<file path="config.mk">
export PLATFORM = sky130hd
export DESIGN_NAME = instr_encoder
export DESIGN_NICKNAME = d
export VERILOG_FILES = /design/src/rtl/cpu_pkg.sv /design/src/rtl/instr_fifo.sv /design/src/rtl/instr_encoder.sv
export SDC_FILE = /design/constraint.sdc
export NUM_CORES = 1
export LEC_CHECK = 0
export ABC_AREA = 1
export CAP_MARGIN = 20
export CORE_ASPECT_RATIO = 0.9
export CORE_MARGIN = 2
export CORE_UTILIZATION = 35
export CTS_BUF_LIST = sky130_fd_sc_hd__clkbuf_8
export CTS_CLUSTER_DIAMETER = 100
export DETAILED_ROUTE_END_ITERATION = 10
export DONT_BUFFER_PORTS = 1
export HOLD_SLACK_MARGIN = 0.06
export PLACE_DENSITY = 0.57
export SYNTH_ARGS = -nofsm -noshare
export SYNTH_HDL_FRONTEND = slang
export SYNTH_SLANG_ARGS = --single-unit
</file>
<file path="constraint.sdc">
create_clock -name clk -period 3.15 [get_ports clk]
set_input_delay 0.4725 -clock clk [delete_from_list [all_inputs] [get_ports clk]]
set_output_delay 0.4725 -clock clk [all_outputs]
set_load 0.1 [all_outputs]
</file>
<file path="src/rtl/cpu_pkg.sv">
// Shared ISA constants and the command-to-instruction encoder used by the
// instruction encoder and the control unit.
package cpu_pkg;

  typedef enum logic [2:0] {
    KIND_R    = 3'd0,
    KIND_LW   = 3'd1,
    KIND_SW   = 3'd2,
    KIND_BEQ  = 3'd3,
    KIND_ADDI = 3'd4,
    KIND_NOP  = 3'd5,
    KIND_SLL  = 3'd6,
    KIND_SRL  = 3'd7
  } cmd_kind_e;

  localparam logic [2:0] ALU_AND = 3'b000;
  localparam logic [2:0] ALU_OR  = 3'b001;
  localparam logic [2:0] ALU_ADD = 3'b010;
  localparam logic [2:0] ALU_SUB = 3'b110;
  localparam logic [2:0] ALU_SLT = 3'b111;

  localparam logic [5:0] OP_RTYPE = 6'b000000;
  localparam logic [5:0] OP_LW    = 6'b100011;
  localparam logic [5:0] OP_SW    = 6'b101011;
  localparam logic [5:0] OP_BEQ   = 6'b000100;
  localparam logic [5:0] OP_ADDI  = 6'b001000;
  localparam logic [5:0] OP_SLL   = 6'b000010;
  localparam logic [5:0] OP_SRL   = 6'b000011;
  localparam logic [5:0] OP_NOP   = 6'b111111;

  localparam logic [5:0] FN_ADD = 6'b100000;
  localparam logic [5:0] FN_SUB = 6'b100010;
  localparam logic [5:0] FN_AND = 6'b100100;
  localparam logic [5:0] FN_OR  = 6'b100101;
  localparam logic [5:0] FN_SLT = 6'b101010;

  typedef struct packed {
    logic        legal;
    logic [31:0] word;
  } enc_t;

  function automatic enc_t encode_cmd(input logic [2:0]  kind,
                                      input logic [2:0]  alu,
                                      input logic [4:0]  rs,
                                      input logic [4:0]  rt,
                                      input logic [4:0]  rd,
                                      input logic [15:0] imm);
    enc_t       e;
    logic [5:0] funct;
    e.legal = 1'b1;
    e.word  = '0;
    funct   = '0;
    case (cmd_kind_e'(kind))
      KIND_R: begin
        case (alu)
          ALU_ADD: funct = FN_ADD;
          ALU_SUB: funct = FN_SUB;
          ALU_AND: funct = FN_AND;
          ALU_OR:  funct = FN_OR;
          ALU_SLT: funct = FN_SLT;
          default: e.legal = 1'b0;
        endcase
        e.word = {OP_RTYPE, rs, rt, rd, 5'b00000, funct};
      end
      KIND_LW:   e.word = {OP_LW,   rs, rt, imm};
      KIND_SW:   e.word = {OP_SW,   rs, rt, imm};
      KIND_BEQ:  e.word = {OP_BEQ,  rs, rt, imm};
      KIND_ADDI: e.word = {OP_ADDI, rs, rt, imm};
      KIND_NOP:  e.word = {OP_NOP,  26'b0};
      KIND_SLL:  e.word = {OP_SLL,  rs, rt, 11'b0, imm[4:0]};
      KIND_SRL:  e.word = {OP_SRL,  rs, rt, 11'b0, imm[4:0]};
      default:   e.word = '0;
    endcase
    return e;
  endfunction

endpackage

</file>
<file path="src/rtl/instr_fifo.sv">
// DEPTH-entry synchronous FIFO holding encoded instruction words; the head
// entry is presented combinationally and stays put until popped.
module instr_fifo #(
  parameter int DEPTH = 2,
  parameter int W     = 32
) (
  input  logic         clk,
  input  logic         reset,
  input  logic         push,
  input  logic [W-1:0] push_data,
  input  logic         pop,
  output logic [W-1:0] pop_data,
  output logic         full,
  output logic         empty
);

  localparam int PW = (DEPTH > 1) ? $clog2(DEPTH) : 1;
  localparam int CW = $clog2(DEPTH + 1);

  logic [W-1:0]  mem [DEPTH];
  logic [PW-1:0] wr_ptr;
  logic [PW-1:0] rd_ptr;
  logic [CW-1:0] count;
  logic          do_push;
  logic          do_pop;

  assign full     = (count == CW'(DEPTH));
  assign empty    = (count == '0);
  assign do_push  = push && !full;
  assign do_pop   = pop && !empty;
  assign pop_data = mem[rd_ptr];

  always_ff @(posedge clk) begin
    if (reset) begin
      wr_ptr <= '0;
      rd_ptr <= '0;
      count  <= '0;
    end else begin
      if (do_push) begin
        wr_ptr <= (wr_ptr == PW'(DEPTH - 1)) ? '0 : wr_ptr + 1'b1;
      end
      if (do_pop) begin
        rd_ptr <= (rd_ptr == PW'(DEPTH - 1)) ? '0 : rd_ptr + 1'b1;
      end
      // simultaneous push and pop leaves occupancy unchanged
      if (do_push && !do_pop) begin
        count <= count + 1'b1;
      end else if (do_pop && !do_push) begin
        count <= count - 1'b1;
      end
    end
  end

  always_ff @(posedge clk) begin
    if (do_push) begin
      mem[wr_ptr] <= push_data;
    end
  end

endmodule

</file>
<file path="src/rtl/instr_encoder.sv">
// Encodes commands into instruction words, buffers them, and tags each
// delivered word with a wrapping 8-bit instruction-memory address.
module instr_encoder
  import cpu_pkg::*;
#(
  parameter int DEPTH = 2
) (
  input  logic        clk,
  input  logic        reset,
  input  logic        cmd_valid,
  output logic        cmd_ready,
  input  logic [2:0]  cmd_kind,
  input  logic [2:0]  cmd_alu,
  input  logic [4:0]  cmd_rs,
  input  logic [4:0]  cmd_rt,
  input  logic [4:0]  cmd_rd,
  input  logic [15:0] cmd_imm,
  output logic        instr_valid,
  input  logic        instr_ready,
  output logic [31:0] instr_word,
  output logic [7:0]  instr_addr,
  output logic        err
);

  enc_t       enc;
  logic       fifo_full;
  logic       fifo_empty;
  logic       accept;
  logic       push;
  logic       pop;
  logic [7:0] addr_q;
  logic       err_q;

  always_comb begin
    enc = encode_cmd(cmd_kind, cmd_alu, cmd_rs, cmd_rt, cmd_rd, cmd_imm);
  end

  // both handshakes are blocked while reset is high
  assign cmd_ready   = !fifo_full && !reset;
  assign instr_valid = !fifo_empty && !reset;
  assign accept      = cmd_valid && cmd_ready;
  assign push        = accept && enc.legal;
  assign pop         = instr_valid && instr_ready;
  assign instr_addr  = addr_q;
  assign err         = err_q;

  instr_fifo #(
    .DEPTH (DEPTH),
    .W     (32)
  ) u_fifo (
    .clk       (clk),
    .reset     (reset),
    .push      (push),
    .push_data (enc.word),
    .pop       (pop),
    .pop_data  (instr_word),
    .full      (fifo_full),
    .empty     (fifo_empty)
  );

  always_ff @(posedge clk) begin
    if (reset) begin
      addr_q <= '0;
      err_q  <= 1'b0;
    end else begin
      if (pop) begin
        addr_q <= addr_q + 8'd1;
      end
      if (accept && !enc.legal) begin
        err_q <= 1'b1;
      end
    end
  end

endmodule

</file>
[Word-level counts from Yosys, hierarchy flattened]
Memories as Yosys holds them, arrays and structs flattened. A register that Yosys moved wholly into a read port is not among the register bits.
Index checks and enable logic that the tools add are counted.
Storage, ports and cells
  register bits after elaboration: 13
  memory bits (writable): 64
  input bits: 41
  output and inout bits: 43
  logic and storage cells: 56
  memories kept: 1
Memories
  u_fifo.mem: depth 2, bits a word 32, read ports 1, clocked after Yosys merged registers in 1, wr ports 1, line instr_fifo.sv:20  | logic [W-1:0] mem [DEPTH];
Operators by class
  add/sub/neg operators: 5
  eq/ne operators: 12
  mux-type cells: 12
  reductions and logical operators: 21
Operators with widths (count)
  $pmux W32 S8: 1
  $pmux W6 S5: 1
  $eq A3 B3 Y1 const B: 6
  $logic_and A1 B1 Y1: 10
  $eq A3 B2 Y1 const B: 3
  $add A8 B1 Y8 const B: 1
  $mux W1: 8
  $eq A3 B1 Y1 const B: 2
  $logic_not A1 Y1: 6
  $logic_not A3 Y1: 2
  $reduce_or A5 Y1: 1
  $mux W2: 2
  $add A1 B1 Y1 const B: 2
  $add A2 B1 Y2 const B: 1
  $eq A2 B2 Y1 const B: 1
  $logic_not A2 Y1: 1
  $reduce_bool A2 Y1: 1
  $sub A2 B1 Y2 const B: 1

[Logic depth before layout (Yosys ltp)]
Gate-level depths: netlist (run 1).
  depth in word-level cells: 10
  depth in mapped cells: 12
  gate-level depth less buffers: 12

[Cells and area by module]
Synthesis (run 1) repeated with hierarchy kept, for this count alone.
Second synthesis, totals
  cells, all modules: 288
  area total of the unflattened synthesis: 3558.4 sq um
By module, submodules not included
  instr_fifo: instances 1, cells an instance 137, area each 2718.9 sq um, sequential area each 2021.9 sq um
  instr_encoder: instances 1, cells an instance 151, area each 839.6 sq um, sequential area each 180.2 sq um

[Least setup slack after synthesis (run 1)]
OpenSTA, ideal clock, no wires.
  path type: input-to-reg
  start: input port reset
  end: memory u_fifo.mem[0][0] (enable)
  setup time: 421 ps
  arrival: 2337 ps
  required time: 2729 ps
  slack: 392 ps
  stages: 6
  buffers on the path: 1
  cell sequence: buf_6 -> inv_4 -> o21ai_1 -> nor2_2 -> nand2_1 -> nor2_1
On the way
  longest elaborated chain between the ends: 7
Ends and longest elaborated chain
  from (decl): line instr_encoder.sv:9  | input logic reset,
  $logic_not A1 Y1: line instr_encoder.sv:39  | assign cmd_ready = !fifo_full && !reset;
  $logic_and A1 B1 Y1: line instr_encoder.sv:39
  $logic_and A1 B1 Y1: line instr_encoder.sv:41  | assign accept = cmd_valid && cmd_ready;
  $logic_and A1 B1 Y1: line instr_encoder.sv:42  | assign push = accept && enc.legal;
  $logic_and A1 B1 Y1: line instr_fifo.sv:29  | assign do_push = push && !full;
  $mux W1: line instr_fifo.sv:55  | if (do_push) begin
  $mux W1 (not written as such): line instr_fifo.sv:56  | mem[wr_ptr] <= push_data;
  to (decl): line instr_fifo.sv:20
No other way between the ends.

==> results of run 1 <==
logic make-up (layout without fill, tap and decap cells):
kind of cell	Yosys count	after routing	synth area share
muxes	32	32	0.106
DFF	78	78	0.649
xor gates and xnor gates	2	2	0.00517
buffers and inverters	43	69	0.0557
adders and majority gates	2	2	0.00738
and+or+nand+nor	113	113	0.147
AOI/OAI and AO/OA	19	19	0.0288
metrics by stage:
| step | cells | instance area (um^2) | power [mW] | hold slack, ns | util |
|---|---|---|---|---|---|
| finish | 441 | 3880 | 2.61 | 0.183 | 0.408 |
| floorplan | 289 | 3390 | 1.71 | 0.472 | - |
| global route | 441 | 3880 | 2.71 | 0.155 | 0.408 |
| detailed placement | 426 | 3650 | 1.77 | 0.497 | 0.383 |
| CTS | 441 | 3880 | 2.64 | 0.166 | 0.408 |
| global placement | 426 | 3650 | 1.77 | 0.488 | 0.383 |
worst max-delay path by stage:
stage                             to  slack, ns  cells past startpoint
floorplan           u_fifo.mem[0][0]       0.39                      6
global placement     u_fifo.count[1]       1.14                     12
detailed placement   u_fifo.count[1]       1.11                     13
CTS                   instr_word[31]       0.71                      1
global route          instr_word[31]       0.68                      1
finish                instr_word[16]       0.82                      1
cell type report:
type	count	area, um^2	area share
tap	126	158	0.0406
clock inverter	6	110	0.0284
multi-input combinational	168	1010	0.261
sequential	78	2200	0.567
inverter	35	134	0.0345
timing repair buffer	19	143	0.0367
clock buffer	9	124	0.0319
routing by layer:
metal,vias to the layer above,routed length (um),GRT usage
li1,1019,-,-
met1,996,2800,0.159
met2,63,3030,0.202
met3,6,696,0.0711
met4,0,70,0.0325
met5,-,0,0
power by group:
group / switching, mW / internal [mW] / total [mW]
Clock: 0.349 / 0.522 / 0.871
Combinational: 0.451 / 0.0901 / 0.542
Sequential: 0.0279 / 1.17 / 1.20
worst register-to-register path, stage by stage (launching register included):
cell and delay (ns):
dfxtp_1 0.38, nor2_2 0.09, nor2_4 0.07, buf_4 0.30, nand2_2 0.21, ha_1 0.37
a21oi_1 0.11, o21ai_1 0.09, nand2_1 0.07, nand2_1 0.04, nor2_1 0.08
state kept, by name, summed over array words and instances, names as in the netlist, named ones only:
| signal | count |
|---|---|
| u_fifo.wr_ptr | 1 |
| u_fifo.rd_ptr | 1 |
| err | 1 |
| u_fifo.count | 2 |
| u_fifo.mem | 64 |
| instr_addr | 8 |
synthesized netlist by cell type, drive strengths merged:
| library cell | count | share of area |
|---|---|---|
| nor3 | 1 | 0.0048 |
| xor2 | 1 | 0.0026 |
| inv | 35 | 0.039 |
| edfxtp | 64 | 0.57 |
| buf | 7 | 0.015 |
| o31ai | 1 | 0.0022 |
| mux2 | 32 | 0.11 |
| a21oi | 9 | 0.013 |
| dfxtp | 14 | 0.083 |
| nand3 | 19 | 0.030 |
| xnor2 | 1 | 0.0026 |
| clkbuf | 1 | 0.0011 |
| o21ai | 9 | 0.013 |
| nor3b | 1 | 0.0022 |
| nor2 | 37 | 0.048 |
| nand2 | 54 | 0.061 |
| nand4 | 1 | 0.0018 |
| ha | 2 | 0.0074 |
==> flow_metrics.env, run 1 <==
export IMPL_core_rowCount=34
export IMPL_syn_avg_cell_area_um2=11.7
export IMPL_maxSlewViolCount=0
export IMPL_cellPowerDensity_nw_per_um2=672
export IMPL_holdPathStages=1
export IMPL_place_congestion=0.772
export IMPL_fill_cells=927
export IMPL_tns_ns=0
export IMPL_drtIter0Drc=140
export IMPL_peakVddDrop_uv=315
export IMPL_crit_family="flip-flops"
export IMPL_rsz0062_at_grt="false"
export IMPL_syn2layout_area_growth_pct=14.5
export IMPL_cp_start_kind="flop"
export IMPL_synth_fp_nets=332
export IMPL_max_clock_path_buffers=2
export IMPL_path_clk_slew_ns=0.08
export IMPL_die_area_um2=10500
export IMPL_clockRootBuffer="clkbuf_8"
export IMPL_synth_seq_area_share=0.649
export IMPL_fmax_mhz=430
export IMPL_post_drt_via_cell_ratio=4.73
export IMPL_syn_cell_area_um2=3390
export IMPL_hp_class="in -> reg"
export IMPL_fin_crit_ns=2.33
export IMPL_timing_worst_setup_path_type="reg -> out"
export IMPL_nNetsFinal=354
export IMPL_port_buffers=0
export IMPL_setup_slack_ns=0.823
export IMPL_io_pins=84
export IMPL_crit_arrival_ns=1.85
export IMPL_r2r_end="u_fifo.count[1]"
export IMPL_worstHoldEndpoint="instr_addr[4]"
export IMPL_final_common_cell="edfxtp_1"
export IMPL_power_leakage_nw=1.48
export IMPL_syn_inst=289
export IMPL_crit_fanout=32
export IMPL_critPathMaxStageDelay_ns=0.84
export IMPL_antenna_found_initial=0
export IMPL_yosysWarnings=0
export IMPL_crit_path_top_delay_cell="dfxtp_2"
export IMPL_clock_sinks=78
export IMPL_drive_above_1_share=0.241
export IMPL_pre_cts_ws_ns=1.11
export IMPL_status="finished, final reports clean"
export IMPL_die_w_um=108
export IMPL_ctsHoldBuffers=0
export IMPL_clock_skew_ns=0.0110
export IMPL_cts_tree="yes"
export IMPL_dieHeight_um=97.4
export IMPL_dr_pass1_iters=4
export IMPL_antenna_cells=0
export IMPL_reg2reg_setup_slack_ns=1.30
export IMPL_drc=0
export IMPL_path_cells="mux2_2"
export IMPL_hold_viol=0
export IMPL_overflow=0
export IMPL_synth_cell_types=28
export IMPL_tightest_slew_ns=1.02
export IMPL_drv_cap=0
export IMPL_grt_usage=0.131
export IMPL_cts_resized_gates=0
export IMPL_grt_pass1_wl_mm=10.3
export IMPL_routed_wl_mm=6.60
export IMPL_r2r_start="u_fifo.count[0]"
export IMPL_setup_viol=0
export IMPL_core_region_area_um2=9530
export IMPL_layout_common_cells="64 x edfxtp_1, 53 x nand2_1, 30 x nor2_1, 27 x inv_1, 24 x mux2_2"
export IMPL_max_slew_margin=0.319
export IMPL_grt_max_degree=34
export IMPL_detail_route_antenna_nets=0
export IMPL_clk_latency_ns=0.34
export IMPL_hp_start="reset"
export IMPL_dp_hpwl_mm=4.51
export IMPL_wire_per_inst_um=15.0
export IMPL_reg2reg_depth=10
export IMPL_ys_ff_latch=78
export IMPL_cts_buffers=9
export IMPL_initial_core_util=0.356
export IMPL_crit_required_ns=2.68
export IMPL_cp_num_buf_inv=0
export IMPL_end_kind="primary output"
export IMPL_vias=2084
export IMPL_post_cts_buffers=0
export IMPL_grt_pass1_vias=1992
export IMPL_cts_max_level=3
export IMPL_timing_final_crit_share=0.739
Power figures use the tool's default switching activity.
==> run 2: changes to the inputs <==
PLACE_DENSITY = 0.59   (was 0.57)
clock period = 2.1 ns   (was 3.15 ns; I/O delays follow)
==> run 2 against run 1 <==
  * Critical path type unchanged
  * Global-route usage is 0.61 points higher
  * Combinational power is 100% higher
  * Count of clock-buffer cells in the layout did not move
==> flow_metrics.env, run 2 (synthesis gave the netlist of run 1 again) <==
export IMPL_crit_arrival_ns=1.67
export IMPL_end_kind="primary output"
export IMPL_ff_latch_area_um2=2200
export IMPL_critPathMaxStageDelay_ns=0.52
export IMPL_crit_path_top_delay_cell="dfxtp_2"
export IMPL_status="finished, final reports clean"
export IMPL_overflow=0
export IMPL_cts_tree="yes"
export IMPL_crit_cells=3
export IMPL_clk_latency_ns=0.34
export IMPL_dr_pass1_iters=4
export IMPL_clock_sinks=78
export IMPL_core_region_area_um2=9530
export IMPL_timing_final_crit_share=0.947
export IMPL_met1_usage=0.173
export IMPL_crit_path_frequent_cell="buf_12"
export IMPL_nNetsFinal=384
export IMPL_fmax_mhz=503
export IMPL_routed_wl_mm=6.94
export IMPL_initial_core_util=0.356
export IMPL_worstHoldEndpoint="instr_addr[3]"
export IMPL_multi_input_area_um2=1010
export IMPL_layout_common_cells="64 x edfxtp_1, 53 x nand2_1, 34 x buf_12, 30 x nor2_1, 28 x inv_1"
export IMPL_crit_required_ns=1.78
export IMPL_power_leakage_nw=1.76
export IMPL_maxSlewViolCount=0
export IMPL_grt_pass1_vias=2254
export IMPL_die_w_um=108
export IMPL_place_congestion=0.813
export IMPL_clockRootBuffer="clkbuf_8"
export IMPL_cellPowerDensity_nw_per_um2=884
export IMPL_fin_util=0.472
export IMPL_vias=2238
export IMPL_clock_skew_ns=0.00576
export IMPL_grt_usage=0.137
export IMPL_drc=0
export IMPL_fin_area_um2=4500
export IMPL_post_drt_via_cell_ratio=4.74
export IMPL_ctsHoldBuffers=1
export IMPL_drtIter0Drc=51
export IMPL_r2r_start="u_fifo.count[1]"
export IMPL_cp_num_buf_inv=2
export IMPL_port_buffers=0
export IMPL_cts_resized_gates=0
export IMPL_hold_viol=0
export IMPL_dp_hpwl_mm=4.94
export IMPL_tns_ns=0
export IMPL_io_pins=84
export IMPL_reg2reg_depth=11
export IMPL_die_area_um2=10500
export IMPL_crit_family="flip-flops"
export IMPL_timing_worst_setup_path_type="reg -> out"
export IMPL_hp_start="reset"
export IMPL_path_cells="buf_12, mux2_1, buf_12"
export IMPL_finalNonFillerCells=472
export IMPL_tightest_slew_ns=0.416
export IMPL_fin_crit_ns=1.99
export IMPL_detail_route_antenna_nets=0
export IMPL_fill_cells=879
export IMPL_hp_class="in -> reg"
export IMPL_regMostFlops="u_fifo.mem"
export IMPL_antenna_found_initial=0
export IMPL_syn2layout_area_growth_pct=32.7
export IMPL_antenna_cells=0
export IMPL_grt_max_degree=33
export IMPL_setup_viol=0
export IMPL_dieHeight_um=97.4
export IMPL_gr_usage_met2=0.216
export IMPL_placed_cells=455
export IMPL_cp_start_kind="flop"
export IMPL_grt_pass1_wl_mm=10.9
export IMPL_hold_slack_ns=0.148
export IMPL_peakVddDrop_uv=490
export IMPL_reg2reg_setup_slack_ns=0.32
export IMPL_path_clk_slew_ns=0.08
export IMPL_max_slew_margin=0.722
export IMPL_max_clock_path_buffers=2
export IMPL_post_cts_buffers=0
export IMPL_core_rowCount=34
export IMPL_cts_max_level=3
export IMPL_final_common_cell="edfxtp_1"
export IMPL_wire_per_inst_um=14.7
export IMPL_grt_use_met3=0.0469
export IMPL_holdPathStages=3
export IMPL_dpl_cell_area_um2=4290
export IMPL_busiest_layer="met2"
export IMPL_drive_above_1_share=0.306
export IMPL_largest_reg_flops=64
export IMPL_r2r_end="u_fifo.count[1]"
export IMPL_drv_cap=0
export IMPL_rsz0062_at_grt="false"
export IMPL_cts_buffers=9
export IMPL_crit_fanout=21
==> run 2: worst min-delay path: stages <==
cell and delay [ns]:
inv_4 0.04, nand2_1 0.06, nor2_1 0.03
==> run 2: stage by stage <==
stage | power (mW) | setup WS [ns]
final | 3.98 | 0.110
after global routing | 4.14 | 0.0141
after CTS | 4.05 | 0.0520
after detailed placement | 2.93 | 0.335
after global placement | 2.91 | 0.434
after floorplan | 2.56 | 0.00595
==> run 2: worst max-delay path by stage <==
stage / endpoint / slack (ns) / from
after floorplan: u_fifo.mem[1][0] / 0.006 / reset
after global placement: u_fifo.count[1] / 0.43 / u_fifo.count[1]
after detailed placement: u_fifo.count[1] / 0.34 / u_fifo.count[1]
after CTS: instr_word[8] / 0.05 / flop
after global routing: instr_word[9] / 0.01 / flop
final: instr_word[8] / 0.11 / flop
==> run 2: cell type report <==
class | instances | share of cell area
tap | 126 | 0.0350
sequential | 78 | 0.490
multi-input combinational | 168 | 0.225
clock inverter | 7 | 0.0164
clock buffer | 9 | 0.0275
timing repair buffer | 49 | 0.177
inverter | 35 | 0.0297
==> run 2: metal layers <==
layer | share of wire | vias up
met5 | 0 | -
met4 | 0.013 | 0
met3 | 0.069 | 9
met2 | 0.47 | 65
met1 | 0.44 | 1085
li1 | - | 1079
==> run 2: power breakdown <==
group          switching [mW]  leakage [nW]  internal, mW
combinational           0.741         0.958         0.358
clock                   0.548        0.0933         0.550
sequential             0.0273         0.706          1.76
total                    1.32          1.76          2.66
